**config.mk**
```make
export PLATFORM = sky130hd
export DESIGN_NAME = flanger_delay_line_flat
export DESIGN_NICKNAME = d
export VERILOG_FILES = /design/src/rtl/flanger_delay_line_if.sv /design/src/rtl/flanger_delay_line.sv /design/src/flat_wrapper.sv
export SDC_FILE = /design/constraint.sdc
export NUM_CORES = 1
export LEC_CHECK = 0
export CAP_MARGIN = 0
export CORE_AREA = 3 3 136 85
export CTS_BUF_LIST = sky130_fd_sc_hd__clkbuf_8
export DETAILED_ROUTE_END_ITERATION = 7
export DIE_AREA = 0 0 139 88
export PLACE_DENSITY = 0.85
export SKIP_CTS_REPAIR_TIMING = 1
export SLEW_MARGIN = 20
export SYNTH_ARGS = -nofsm -noshare
export SYNTH_HDL_FRONTEND = slang
export SYNTH_SLANG_ARGS = --single-unit
```
**constraint.sdc**
```tcl
create_clock -name clk -period 3.8 [get_ports clk]
set_input_delay 0.57 -clock clk [delete_from_list [all_inputs] [get_ports clk]]
set_output_delay 0.57 -clock clk [all_outputs]
set_load 0.01 [all_outputs]
```
**src/rtl/flanger_delay_line_if.sv**
```systemverilog
// SRAM-side bus of the flanger delay line: one address, read/write strobes,
// write data out and read data back (valid the cycle after mem_re).
interface flanger_delay_line_if #(
    parameter int unsigned ADDR_W = 10,
    parameter int unsigned DATA_W = 32
);
    logic [ADDR_W-1:0] mem_addr;
    logic              mem_re;
    logic              mem_we;
    logic [DATA_W-1:0] mem_wdata;
    logic [DATA_W-1:0] mem_rdata;

    modport master (
        output mem_addr,
        output mem_re,
        output mem_we,
        output mem_wdata,
        input  mem_rdata
    );

    modport slave (
        input  mem_addr,
        input  mem_re,
        input  mem_we,
        input  mem_wdata,
        output mem_rdata
    );
endinterface

```
**src/rtl/flanger_delay_line.sv**
```systemverilog
// Flanger delay line: per request, reads the sample cur_delay behind wr_ptr, returns it,
// then writes the new sample at wr_ptr. cur_delay follows a triangle LFO.
module flanger_delay_line #(
    parameter int unsigned ADDR_W    = 10,
    parameter int unsigned DATA_W    = 32,
    parameter int unsigned MIN_DELAY = 16,
    parameter int unsigned MAX_DELAY = 512,
    parameter int unsigned LFO_DIV   = 4
) (
    input  logic                clk,
    input  logic                n_rst,
    input  logic                flanger_en,
    input  logic                sram_rw,
    input  logic [DATA_W-1:0]   write_data,
    output logic [DATA_W-1:0]   sram_data,
    output logic                data_valid,
    output logic                busy,
    output logic                overrun,
    flanger_delay_line_if.master mem
);
    localparam int unsigned DIV_W = (LFO_DIV > 1) ? $clog2(LFO_DIV) : 1;
    localparam logic [DIV_W-1:0]  DIV_LAST = DIV_W'(LFO_DIV - 1);
    localparam logic [ADDR_W-1:0] DLY_MIN  = ADDR_W'(MIN_DELAY);
    localparam logic [ADDR_W-1:0] DLY_MAX  = ADDR_W'(MAX_DELAY);

    typedef enum logic [1:0] {StIdle, StRead, StWait, StWrite} state_e;

    state_e            state_q, state_d;
    logic [ADDR_W-1:0] wr_ptr_q, wr_ptr_d;
    logic [ADDR_W-1:0] fill_q, fill_d;
    logic [ADDR_W-1:0] cur_delay_q, cur_delay_d;
    logic [ADDR_W-1:0] delay_step;
    logic              dir_up_q, dir_up_d;
    logic [DIV_W-1:0]  div_cnt_q, div_cnt_d;
    logic [DATA_W-1:0] sram_data_q, sram_data_d;
    logic [DATA_W-1:0] sample_q, sample_d;
    logic              overrun_q, overrun_d;

    always_comb begin
        state_d       = state_q;
        wr_ptr_d      = wr_ptr_q;
        fill_d        = fill_q;
        cur_delay_d   = cur_delay_q;
        dir_up_d      = dir_up_q;
        div_cnt_d     = div_cnt_q;
        sram_data_d   = sram_data_q;
        sample_d      = sample_q;
        overrun_d     = overrun_q;
        delay_step    = dir_up_q ? cur_delay_q + ADDR_W'(1) : cur_delay_q - ADDR_W'(1);
        mem.mem_addr  = '0;
        mem.mem_re    = 1'b0;
        mem.mem_we    = 1'b0;
        mem.mem_wdata = '0;
        busy          = 1'b0;
        data_valid    = 1'b0;

        // A request that arrives mid-transaction is lost; remember that it happened.
        if (state_q != StIdle && sram_rw && flanger_en) begin
            overrun_d = 1'b1;
        end

        unique case (state_q)
            StIdle: begin
                if (!flanger_en) begin
                    cur_delay_d = DLY_MIN;
                    dir_up_d    = 1'b1;
                    div_cnt_d   = '0;
                end
                if (sram_rw && flanger_en) begin
                    sample_d = write_data;
                    state_d  = StRead;
                end
            end
            StRead: begin
                busy         = 1'b1;
                mem.mem_re   = 1'b1;
                mem.mem_addr = wr_ptr_q - cur_delay_q;
                state_d      = StWait;
            end
            StWait: begin
                busy = 1'b1;
                // Locations not yet written since reset read back as silence.
                sram_data_d = (fill_q >= cur_delay_q) ? mem.mem_rdata : '0;
                state_d     = StWrite;
            end
            StWrite: begin
                busy          = 1'b1;
                data_valid    = 1'b1;
                mem.mem_we    = 1'b1;
                mem.mem_addr  = wr_ptr_q;
                mem.mem_wdata = sample_q;
                wr_ptr_d      = wr_ptr_q + ADDR_W'(1);
                if (fill_q != '1) begin
                    fill_d = fill_q + ADDR_W'(1);
                end
                if (div_cnt_q == DIV_LAST) begin
                    div_cnt_d   = '0;
                    cur_delay_d = delay_step;
                    if (delay_step == DLY_MAX) begin
                        dir_up_d = 1'b0;
                    end else if (delay_step == DLY_MIN) begin
                        dir_up_d = 1'b1;
                    end
                end else begin
                    div_cnt_d = div_cnt_q + DIV_W'(1);
                end
                state_d = StIdle;
            end
            default: state_d = StIdle;
        endcase
    end

    always_ff @(posedge clk) begin
        if (!n_rst) begin
            state_q     <= StIdle;
            wr_ptr_q    <= '0;
            fill_q      <= '0;
            cur_delay_q <= DLY_MIN;
            dir_up_q    <= 1'b1;
            div_cnt_q   <= '0;
            sram_data_q <= '0;
            sample_q    <= '0;
            overrun_q   <= 1'b0;
        end else begin
            state_q     <= state_d;
            wr_ptr_q    <= wr_ptr_d;
            fill_q      <= fill_d;
            cur_delay_q <= cur_delay_d;
            dir_up_q    <= dir_up_d;
            div_cnt_q   <= div_cnt_d;
            sram_data_q <= sram_data_d;
            sample_q    <= sample_d;
            overrun_q   <= overrun_d;
        end
    end

    assign sram_data = sram_data_q;
    assign overrun   = overrun_q;
endmodule

```
**src/flat_wrapper.sv**
```systemverilog
// flat-port wrapper written by rule: the top's interface ports become plain ports
module flanger_delay_line_flat 
#(
    parameter int unsigned ADDR_W    = 10,
    parameter int unsigned DATA_W    = 32,
    parameter int unsigned MIN_DELAY = 16,
    parameter int unsigned MAX_DELAY = 512,
    parameter int unsigned LFO_DIV   = 4
)
  (clk, n_rst, flanger_en, sram_rw, write_data, sram_data, data_valid, busy, overrun, mem_mem_addr, mem_mem_re, mem_mem_we, mem_mem_wdata, mem_mem_rdata);
  flanger_delay_line_if #(.ADDR_W(ADDR_W), .DATA_W(DATA_W)) mem_i ();
  input  logic clk;
  input  logic n_rst;
  input  logic flanger_en;
  input  logic sram_rw;
  input  logic [DATA_W-1:0] write_data;
  output logic [DATA_W-1:0] sram_data;
  output logic data_valid;
  output logic busy;
  output logic overrun;
  output wire logic [$bits(mem_i.mem_addr)-1:0] mem_mem_addr;
  output wire logic [$bits(mem_i.mem_re)-1:0] mem_mem_re;
  output wire logic [$bits(mem_i.mem_we)-1:0] mem_mem_we;
  output wire logic [$bits(mem_i.mem_wdata)-1:0] mem_mem_wdata;
  input wire logic [$bits(mem_i.mem_rdata)-1:0] mem_mem_rdata;
  assign mem_mem_addr = mem_i.mem_addr;
  assign mem_mem_re = mem_i.mem_re;
  assign mem_mem_we = mem_i.mem_we;
  assign mem_mem_wdata = mem_i.mem_wdata;
  assign mem_i.mem_rdata = mem_mem_rdata;
  flanger_delay_line #(.ADDR_W(ADDR_W), .DATA_W(DATA_W), .MIN_DELAY(MIN_DELAY), .MAX_DELAY(MAX_DELAY), .LFO_DIV(LFO_DIV)) u_core (.clk(clk), .n_rst(n_rst), .flanger_en(flanger_en), .sram_rw(sram_rw), .write_data(write_data), .sram_data(sram_data), .data_valid(data_valid), .busy(busy), .overrun(overrun), .mem(mem_i));
endmodule
```
==> flow_summary_export.csv <==
group,metric,value,unit
status,status,"completed",
power,fin_total_pwr,0.00254,W
yosys,ys_seq_area_share,35.3,%
global_routing,grt_antenna_before_repair,0,
sta,setup_violations,0,
sta,hold_ws,461,ps
yosys,ys_warn_count,0,
critical_path,critical_path_required,3230,ps
power,power.density,343,nW/um^2
critical_path,cp-start-kind,"flip-flop",
yosys,syn_nets,806,
clock_network,htree_levels,3,
finish,layout.nets,925,
critical_path,r2r-start,"u_core.dir_up_q$_SDFFE_PN1P_",
critical_path,cp_max_fo,5,
placement,portBuffers,146,
critical_path,startpoint,"u_core.wr_ptr_q[0]$_SDFFE_PN0P_",
placement,gp_congestion,0.917,
critical_path,rrSetupSlack,960,ps
critical_path,setup.worst_path.class,"flip-flop to primary output",
critical_path,end_kind,"primary output",
clock_network,clk_latency,380,ps
critical_path,cp_common_cell,"inv_1",
global_routing,grt_max_degree,66,
finish,post-route-util,70.9,%
finish,final_cells,963,
detailed_routing,wl_per_cell,16.3,um
detailed_routing,dr_total_vias,5453,
sta,min_period,3620,ps
yosys,synth-async-reset-ratio,0,%
finish,antennaDiodeCount,0,
critical_path,path_depth,11,
power,leakagePower,2.67,nW
die,rows,29,
global_routing,grt_pass1_wl,25300,um
critical_path,cp.arrival,3050,ps
yosys,synth_area_leaders,"dfxtp_1 35%, ha_1 8.0%, nand2_1 6.4%, o211ai_1 4.8%, nand3b_1 4.4%",
clock_network,clkTransAtPathRegs,110,ps
yosys,syn_area,5670,um^2
clock_network,cts_tree,"yes",
yosys,ys.flop_type,"dfxtp_1",
clock_network,cts.sinks,100,
sta,finalHoldViolations,0,
finish,drive_gt1_share,4.85,%
yosys,synth_cells,700,
hold_path,hold_class,"flip-flop to flip-flop",
die,die_h,88,um
die,fp.dieW,139,um
job,drv_cap,0,
sta,relSlewSlack,59.1,%
sta,rsz0062_at_grt,"no",
yosys,avgSynthCellArea,8.09,um^2
critical_path,cp_slowest_stage_delay,570,ps
critical_path,reg2reg_to,"u_core.dir_up_q$_SDFFE_PN1P_",
die,ioPinCount,147,
yosys,ys_seq_elements,100,
global_routing,gr-total-overflow,0,
detailed_routing,first_iter_violations,376,
detailed_routing,wirelength,15700,um
power,ir_drop,0.207,mV
clock_network,cts.path.max_buffers,2,
sta,finClkSkew,16.2,ps
die,fp.dieArea,12200,um^2
critical_path,path_cells,"inv_1 -> ha_1 -> inv_1 -> fa_1 -> a21o_1 -> a21oi_2 -> o21bai_1 -> a21oi_1 -> xor2_1 -> o21ai_0 -> clkdlybuf4s50_1",
global_routing,grt_pass1_vias,5187,
critical_path,reg2reg_depth,8,
placement,dp.cells,947,
yosys,yosys.area.top_type,"dfxtp_1",
critical_path,crit_end,"mem_mem_addr[6]",
detailed_routing,drc_errors,0,
placement,place_hpwl,11500,um
clock_network,cts_buffers,9,
global_routing,grt_usage,25.0,%
detailed_routing,firstDrtPassIters,5,
die,start_util,54.2,%
critical_path,path_delay_family,"compound AO/OA/AOI/OAI gates",
detailed_routing,viasPerCell,5.66,
yosys,synth_enable_flop_cells,0,
yosys,synth_top_cell_area_share,35.3,%
critical_path,crit_buf_inv,3,
die,core,10500,um^2
sta,fmax,276,MHz
yosys,synth_cell_types,57,
sta,maxSlewViolCount,0,
sta,fin_crit_sh,95.2,%
clock_network,cts-root-buf,"clkbuf_8",
sta,tightest_slew,613,ps
detailed_routing,antenna_violating_nets_post_route,0,
critical_path,cp_slowest_cell,"clkdlybuf4s50_1",
finish,syn2layout_area_growth,30.8,%
## layer usage
metal  GRT usage (%)  part of all wire (%)
met1            34.4                    46
met2            39.4                    45
met3            6.98                   7.7
met4            6.22                   1.5
met5               0                     0
## worst min-delay path, delay by kind of cell (launching register included)
kind             cells  cell delay (ps)
AO/OA/AOI/OAI        1               50
flip-flops           1              320
AND/OR/NAND/NOR      1               50
## registers in the layout, summed over array words and instances (netlist names)
register,cells
u_core.cur_delay_q,10
u_core.dir_up_q,1
u_core.div_cnt_q,2
u_core.fill_q,10
u_core.overrun,1
u_core.sample_q,32
u_core.sram_data,32
u_core.state_q,2
u_core.wr_ptr_q,10
## power by group
group | internal, W | switching [W]
combinational | 0.000299 | 0.000372
sequential | 0.00110 | 0.0000338
clock | 0.000322 | 0.000412
## cells in the final DEF, fill, tap and decap left out, types with 5 or more instances in the layout
cell and n:
a22o_1 6, and3_1 5, clkdlybuf4s50_1 143, nand3_1 42, o211ai_1 36, dfxtp_1 95
buf_4 7, a21o_1 9, or3_1 5, o21ai_0 20, a21oi_1 45, ha_1 36
o21a_1 7, nor2b_1 6, clkbuf_8 9, nor3_1 5, inv_1 24, and2_1 33
xnor2_1 12, nand2b_1 34, nand3b_1 33, nand4_1 9, dfxtp_2 5, nor2_1 30
nand2_1 96, xor2_1 11
## kinds of logic (layout without fill, tap and decap cells)
family,after synthesis,in the layout,synth area share [%]
muxes,4,4,0.729
AOI/OAI and AO/OA,159,159,18.8
and+or+nand+nor,306,306,28.2
xor gates and xnor gates,23,23,3.56
buffers and inverters,70,194,4.70
adders and majority gates,38,38,8.66
DFF,100,100,35.3
## layout make-up
type	instances	area, um^2
multi-input combinational	530	3410
fill	787	3040
sequential	100	2010
timing repair buffer	153	1510
tap	139	174
clock buffer	9	124
inverter	25	93.8
clock inverter	7	88.8
## worst min path at each step
stage	startpoint	endpoint	slack, ps	cells after the start
5_1_grt	u_core.sample_q[31]$_SDFFE_PN0P_	u_core.sample_q[31]$_SDFFE_PN0P_	480	2
6_report	u_core.sample_q[18]$_SDFFE_PN0P_	u_core.sample_q[18]$_SDFFE_PN0P_	460	2
3_5_place_dp	u_core.sample_q[31]$_SDFFE_PN0P_	u_core.sample_q[31]$_SDFFE_PN0P_	440	2
4_1_cts	u_core.sample_q[31]$_SDFFE_PN0P_	u_core.sample_q[31]$_SDFFE_PN0P_	460	2
2_1_floorplan	u_core.sample_q[0]$_SDFFE_PN0P_	u_core.sample_q[0]$_SDFFE_PN0P_	430	2
3_3_place_gp	u_core.sample_q[29]$_SDFFE_PN0P_	u_core.sample_q[29]$_SDFFE_PN0P_	440	2
## stage by stage
stage,setup WS [ps],area (um^2),setup TNS [ps]
floorplan,983,5670,0
global placement,391,7180,0
detailed placement,314,7180,0
CTS,-117,7390,-117
global route,37.0,7410,0
finish,182,7410,0
## cells in the mapped netlist (6+ instances only)
cell and number:
nand3_1 42, ha_1 36, and2_1 33, nor2_1 30
a21o_1 10, nand4_1 9, o211ai_1 36, nand2_1 96
nor2b_1 6, xor2_1 11, nand2b_1 34, o21a_1 7
dfxtp_1 100, a21oi_1 47, o21ai_0 20, inv_1 25
a22o_1 6, clkbuf_1 39, xnor2_1 12, nand3b_1 33
and3_1 6
(Power assumes the default switching activity.)
